### config.mk
export PLATFORM = sky130hd
export DESIGN_NAME = alu_arbiter
export DESIGN_NICKNAME = d
export VERILOG_FILES = /design/src/rtl/alu_arbiter_pkg.sv /design/src/rtl/alu_arbiter_rr_pick.sv /design/src/rtl/alu_arbiter.sv
export SDC_FILE = /design/constraint.sdc
export NUM_CORES = 1
export LEC_CHECK = 0
export ABC_AREA = 1
export BUFFER_PORTS_ARGS = -buffer_cell sky130_fd_sc_hd__buf_2
export CAP_MARGIN = 20
export CORE_UTILIZATION = 47
export DETAILED_ROUTE_END_ITERATION = 6
export PLACE_DENSITY = 0.83
export SLEW_MARGIN = 20
export SYNTH_ARGS = -nofsm -noshare
export SYNTH_HDL_FRONTEND = slang
export SYNTH_SLANG_ARGS = --single-unit
export TNS_END_PERCENT = 100
### constraint.sdc
create_clock -name clk -period 2.15 [get_ports clk]
set_clock_uncertainty 0.2 [all_clocks]
set_input_delay 0.215 -clock clk [delete_from_list [all_inputs] [get_ports clk]]
set_output_delay 0.215 -clock clk [all_outputs]
set_load 0.005 [all_outputs]
### src/rtl/alu_arbiter_pkg.sv
// rtl/alu_arbiter_pkg.sv - shared widths, ALU op codes and arbiter state encodings
package alu_arbiter_pkg;

    localparam int DATA_BUS_WIDTH  = 16;
    localparam int ALU_OP_NUM_BITS = 3;

    localparam logic [ALU_OP_NUM_BITS-1:0] ALU_OP_ADD = 3'd0;
    localparam logic [ALU_OP_NUM_BITS-1:0] ALU_OP_SUB = 3'd1;
    localparam logic [ALU_OP_NUM_BITS-1:0] ALU_OP_AND = 3'd2;
    localparam logic [ALU_OP_NUM_BITS-1:0] ALU_OP_OR  = 3'd3;

    typedef enum logic [1:0] {
        ARB_IDLE  = 2'd0,
        ARB_ISSUE = 2'd1,
        ARB_RESP  = 2'd2
    } arb_state_e;

endpackage

### src/rtl/alu_arbiter_rr_pick.sv
// rtl/alu_arbiter_rr_pick.sv - combinational round-robin picker: first valid at or after ptr, wrapping
module alu_arbiter_rr_pick #(
    parameter  int NUM_REQ = 2,
    localparam int IDXW    = $clog2(NUM_REQ)
) (
    input  logic [NUM_REQ-1:0] valid,
    input  logic [IDXW-1:0]    ptr,
    output logic [IDXW-1:0]    grant,
    output logic               any
);

    int idx;

    // Scan farthest-to-nearest so the candidate closest to ptr is the last one written.
    always_comb begin
        grant = '0;
        any   = |valid;
        idx   = 0;
        for (int k = NUM_REQ - 1; k >= 0; k--) begin
            idx = (int'(ptr) + k) % NUM_REQ;
            if (valid[IDXW'(idx)]) begin
                grant = IDXW'(idx);
            end
        end
    end

endmodule

### src/rtl/alu_arbiter.sv
// rtl/alu_arbiter.sv - round-robin arbiter sharing one combinational ALU among NUM_REQ requesters
module alu_arbiter
    import alu_arbiter_pkg::*;
#(
    parameter  int NUM_REQ = 2,
    localparam int IDXW    = $clog2(NUM_REQ)
) (
    input  logic                                 clk,
    input  logic                                 reset_n,
    input  logic [NUM_REQ-1:0]                   req_valid,
    output logic [NUM_REQ-1:0]                   req_ready,
    input  logic [NUM_REQ*DATA_BUS_WIDTH-1:0]    req_a,
    input  logic [NUM_REQ*DATA_BUS_WIDTH-1:0]    req_b,
    input  logic [NUM_REQ*ALU_OP_NUM_BITS-1:0]   req_op,
    output logic [NUM_REQ-1:0]                   rsp_valid,
    input  logic [NUM_REQ-1:0]                   rsp_ready,
    output logic [DATA_BUS_WIDTH-1:0]            rsp_result,
    output logic                                 rsp_z,
    output logic [DATA_BUS_WIDTH-1:0]            alu_a,
    output logic [DATA_BUS_WIDTH-1:0]            alu_b,
    output logic [ALU_OP_NUM_BITS-1:0]           alu_op,
    input  logic [DATA_BUS_WIDTH-1:0]            alu_result,
    input  logic                                 alu_z
);

    arb_state_e      state;
    arb_state_e      state_next;
    logic [IDXW-1:0] grant;
    logic [IDXW-1:0] rr_ptr;
    logic [IDXW-1:0] pick;
    logic            any;

    alu_arbiter_rr_pick #(.NUM_REQ(NUM_REQ)) u_rr_pick (
        .valid (req_valid),
        .ptr   (rr_ptr),
        .grant (pick),
        .any   (any)
    );

    // Ready is gated by reset so a requester never sees an accept while the block is held in reset.
    always_comb begin
        state_next = state;
        req_ready  = '0;
        case (state)
            ARB_IDLE: begin
                if (any && reset_n) begin
                    req_ready[pick] = 1'b1;
                    state_next      = ARB_ISSUE;
                end
            end
            ARB_ISSUE: state_next = ARB_RESP;
            ARB_RESP: begin
                if (rsp_ready[grant]) begin
                    state_next = ARB_IDLE;
                end
            end
            default: state_next = ARB_IDLE;
        endcase
    end

    always_ff @(posedge clk) begin
        if (!reset_n) begin
            state      <= ARB_IDLE;
            grant      <= '0;
            rr_ptr     <= '0;
            alu_a      <= '0;
            alu_b      <= '0;
            alu_op     <= '0;
            rsp_valid  <= '0;
            rsp_result <= '0;
            rsp_z      <= 1'b0;
        end else begin
            state <= state_next;
            case (state)
                ARB_IDLE: begin
                    if (any) begin
                        alu_a  <= req_a[pick*DATA_BUS_WIDTH +: DATA_BUS_WIDTH];
                        alu_b  <= req_b[pick*DATA_BUS_WIDTH +: DATA_BUS_WIDTH];
                        alu_op <= req_op[pick*ALU_OP_NUM_BITS +: ALU_OP_NUM_BITS];
                        grant  <= pick;
                        rr_ptr <= (pick == IDXW'(NUM_REQ - 1)) ? '0 : pick + IDXW'(1);
                    end
                end
                ARB_ISSUE: begin
                    rsp_result <= alu_result;
                    rsp_z      <= alu_z;
                    rsp_valid  <= NUM_REQ'(1) << grant;
                end
                ARB_RESP: begin
                    if (rsp_ready[grant]) begin
                        rsp_valid <= '0;
                    end
                end
                default: ;
            endcase
        end
    end

endmodule
# After elaboration in Yosys (flattened, before gate mapping)
# Cells that the tools add are included.
# totals
mem_bits_rw	0
memories	0
output_inout_bits	56
latchBits	0
inputBits	93
romBits	0
reg_bits	58
elab_cells	50
# classes
muxes	17
multipliers	1
reduce_logical	8
order_cmp	5
add_sub_neg	2
div_mod_pow	0
eq_ne	4
bitwise	0
n_shift	4
# ops
cell	count
$shiftx 32x6->16	2
$mux 1	10
$mux 2	4
$lt 1x3->1 const B	2
$pmux 2 s3	1
$reduce_and 2->1	3
$shiftx 6x4->3	1
$lt 1x2->1 const B	2
$ne 2x2->1 const B	2
$pmux 2 s2	1
$mul 1x2->3 const B	1
$add 1x1->1 const B	2
$eq 2x1->1 const B	1
$eq 2x2->1 const B	1
$logic_and 1x1->1	2
$logic_not 2->1	1
$reduce_bool 2->1	1
$reduce_or 2->1	1
$shl 1x1->2 const A	1
$demux 1 s1	1
$ge 1x1->1 const B	1

# Longest topological paths before layout
# logic_depth
depth_word	12
depth_mapped	7
depth_no_buf	6

# Modules after synthesis
# Synthesis repeated with hierarchy kept, for this count alone.
# unflattened
cells_unflattened	371
area_unflattened_um2	2467.4
# by_module_without_submodules
module	area_per_inst_um2	instances	seq_area_each_um2	cells_per_inst
alu_arbiter	2448.6	1	1161.1	366
alu_arbiter_rr_pick	18.8	1	0.0	5

# Worst setup path after synthesis
# OpenSTA, ideal clock, no wires.
# synth_path
kind	register -> output
start	reg rr_ptr
end	out req_ready[1]
path_buffers	1
slack_ps	881
required_ps	1735
path_stages_with_launch	6
arrival_time_ps	854
path_cell_list	dfxtp_1 nand2_2 inv_4 buf_6 nand2_1 nor2_1
# synth_via
elab_chain_len	9
elab_cells_between_ends	10
classes_between	add/sub: 1; order compare: 2; mux: 6; reduce/logical: 1
# synth_lines
element	line	source
start, declared	alu_arbiter.sv:29	logic [IDXW-1:0] rr_ptr;
start signal, assigned	alu_arbiter.sv:81	rr_ptr <= (pick == IDXW'(NUM_REQ - 1)) ? '0 : pick + IDXW'(1);
$add 1x1->1	alu_arbiter_rr_pick.sv:20	idx = (int'(ptr) + k) % NUM_REQ;
$mux 1	alu_arbiter_rr_pick.sv:21	if (valid[IDXW'(idx)]) begin
$mux 1 *	alu_arbiter_rr_pick.sv:21	
$lt 1x2->1 (implied by the code) or $ge 1x1->1 (tied branches)	alu_arbiter.sv:47	req_ready[pick] = 1'b1;
$logic_and 1x1->1 (implied by the code)	alu_arbiter.sv:47	
$mux 1 (implied by the code)	alu_arbiter.sv:47	
$demux 1 s1 *	alu_arbiter.sv:47	
$mux 2 *	alu_arbiter.sv:46	if (any && reset_n) begin
$mux 2 *	alu_arbiter.sv:44	case (state)
end, declared	alu_arbiter.sv:11	output logic [NUM_REQ-1:0] req_ready,
# Mark *: on every way between the ends. The rest lies on a longest branch, timed or not.

# Final worst setup path
# Ends and elaborated chain as after synthesis.

==> parameters.txt <==
Parameter                              Value

Detailed routing
  Detail Route Antenna Nets    0
  Detailed-route via count    between 2k and 3k
  Final Routed Wirelength    7.05 mm
  Number of detailed-routing iterations run before antenna repair    4
  Number of remaining DRC errors    0
  Average vias per placed instance    roughly 4.8
  Wire per inst    roughly 12 um
  Initial DRC Count    71

STA
  Final Cycle Share    0.862
  Worst hold margin    0.0211 ns
  Final count of negative-setup-slack endpoints    0
  Max-Slew Margin vs Limit    0.615
  Final period demand of the worst path    between 1.5 and 2 ns
  Unrepaired setup endpoints after global routing    false
  Slew Viols, Final    0
  Slew at the pin with the worst max-slew slack    0.577 ns
  Final count of hold timing violations    0
  Total Negative Setup Slacks    0 ns
  Achievable Freq    approximately 0.54 GHz

Clock tree
  Maximum level of the CTS H-tree    3
  Post-cts repair resize count    0
  CTS root buffer    clkbuf_8
  Clock-pin slew on the worst setup and hold paths    0.06 ns
  Largest buffer count on any clock path    2
  Total clock buffers created by CTS    9
  Clock tree from TritonCTS    built
  Number of sinks handled by clock tree synthesis    a little under 60
  Clock network latency to the later pin of the worst-skew pair    0.33 ns
  Buffer count from post-CTS setup fixing    0

Placement
  Gp weighted congestion    0.734
  Placed cell count    575
  Area post-placement    about 3200 sq um
  Count of input and output buffers    148
  Half-perimeter wire length after detailed placement    4.62 mm

Synth
  Count leader, synth    nand2_1
  Average cell area after synthesis    ~6.7 sq um
  Synth top area cells    dfxtp_1 46%, nand2_1 28%, a21oi_1 7.8%
  Commonest cells in the netlist    185 x nand2_1, 58 x dfxtp_1, 39 x a21oi_1, 39 x nor2_1, 17 x o21ai_0
  Netlist Area Pre-Place    2510 sq um
  Area share of the largest cell type after synthesis    0.463
  XOR/XNOR Fraction of Synth Area    0
  Cell type contributing the most total cell area after synthesis    dfxtp_1
  Simple-gate portion of the synthesized area    0.348
  Number of library cell types mapped by synthesis    18
  Mux cell area share after synthesis    0
  Adder-cell area share of the yosys netlist    0
  Sequential share of the synthesized area    0.463
  EDFF count, synth    0
  Ys Warns    0
  FF+latch count, synth    between 50 and 60
  Mapped Nets    466
  Leading register cell type out of synthesis    dfxtp_1
  Share of flip-flops with an asynchronous set or reset    0
  Main combinational cell family by area after synthesis    simple AND/OR/NAND/NOR gates
  Compound-gate portion of the synthesized area    0.115
  Cell count after synthesis    373

Critical path
  Worst endpoint required time    1.74 ns
  Critical path peak fanout    37
  Worst endpoint data arrival time    between 1 and 1.5 ns
  Flop2flop setup slack    0.59 ns
  Peak per-stage delay on the critical path    0.34 ns
  Setup Crit Path Kind    flip-flop to output port
  Worst-path cell chain    nand2_2, inv_4, nand2_1, nor2_1, buf_2
  CP Launch Type    flip-flop
  Slowest stage cell on the critical path    dfxtp_1
  CP Capture Type    output port
  Worst reg2reg path depth    5
  Critical register-to-register path endpoint    alu_op[2]
  Start of the worst register-to-register path    state[0]

Floorplanning
  Die area    5630 sq um
  Number of top-level pins    149
  Die W    75.0 um
  Area of the core region    5110 sq um
  Initial Util    0.491
  Vertical die dimension    75.0 um
  Number of standard-cell rows in the floorplan    26

Global route
  Grt ovf    0
  Wire length of the first global-routing pass    about 11 mm
  Pin count of the biggest net entering global routing    38
  Number of global-route vias before repair    2571
  Antenna violations before repair    0
  Global router's overall resource usage    0.249

Power and ir drop
  Share of power burned in registers    0.460
  Maximum resistive drop on vdd    421 uV
  Switching share of total power    0.280
  Int Power    1.93 mW
  Clock power frac    0.321
  Total Power Consumption    2.69 mW
  Net switching power    753 uW
  Logic pwr share    0.219
  Areal power density over the cells    around 750 nW/um^2
  Standby leakage power    1.91 nW

Job
  Count of max-cap constraint violations    0

Run status
  Outcome    finished clean

Final layout
  Layout-stage area growth over the synthesis result    42.7%
  ANT cells    0
  Non-filler instance count after layout    606
  Proportion of layout cells with a drive suffix above 1    0.321
  Post-route cell area    3580 sq um
  Final layout net count    628

Worst hold path
  Hold Path Cell Cnt    5
  Hold wc startpoint    req_b[18]
  Endpoint, Worst Hold    alu_b[2]
  Worst min path class    input port to flip-flop
power groups by stage:
stage                     logic (mW)  clock network (mW)  registers (mW)
after floorplan                0.337                   0            1.26
after global placement         0.544                   0            1.25
after detailed placement       0.558                   0            1.26
after CTS                      0.586               0.880            1.23
after global routing           0.670               0.925            1.25
final                          0.589               0.861            1.24
critical path: cells and delay by family, from the launching register on:
kind | cells | cell delay [ns]
buf+inv | 2 | 0.40
flops | 1 | 0.34
simple gates | 3 | 0.36
through the flow:
step,setup WS [ns],util
4_1_cts,0.287,0.700
2_1_floorplan,0.881,-
3_3_place_gp,0.637,0.631
6_report,0.297,0.700
3_5_place_dp,0.582,0.631
5_1_grt,0.157,0.700
cell type report:
class,count,area [sq um]
clock buffer,12,165
fill,438,1530
inverter,6,25.0
multi-input combinational,287,1160
sequential,58,1160
tap,70,87.6
timing repair buffer,173,976
layer usage:
layer,vias up,track usage,share of wire
met2,119,0.465,0.49
met3,14,0.0750,0.079
met1,1271,0.250,0.41
met5,-,0,0
met4,0,0.119,0.017
li1,1479,-,-
worst max-delay path by stage:
| stage | start | endpoint | cells after the start | slack, ns |
|---|---|---|---|---|
| after floorplan | rr_ptr | req_ready[1] | 5 | 0.88 |
| after global placement | state[0] | alu_a[7] | 5 | 0.64 |
| after detailed placement | state[0] | alu_op[2] | 5 | 0.58 |
| after CTS | state[0] | req_ready[0] | 5 | 0.29 |
| after global routing | rr_ptr | req_ready[1] | 5 | 0.16 |
| final | rr_ptr | req_ready[1] | 5 | 0.30 |
sequential cells by signal (all words and copies together) (netlist names):
register	flops
rr_ptr	1
state	2
alu_op	3
grant	1
alu_a	16
rsp_z	1
rsp_valid	2
alu_b	16
rsp_result	16
what timing repair did:
action / in CTS / in global routing
hold buffers: 19 / 0
endpoints found under the hold margin: 18 / 0
setup endpoints to repair: 0 / 0
logic make-up (layout without fill, tap and decap cells):
kind of cell,after synthesis,count (layout)
simple gates,230,230
flops,58,58
compound gates,57,57
buf+inv,28,191
layout by cell type, fill, tap and decap left out, types with 2 or more instances in the layout:
cell           count
dlygate4sd3_1     19
dfxtp_1           58
inv_2              2
buf_2            148
nor2_1            39
inv_1              2
nand3_1            3
a21oi_1           39
o21ai_0           17
buf_4              6
clkbuf_8          12
nand2_1          185
(Power assumes the default switching activity.)
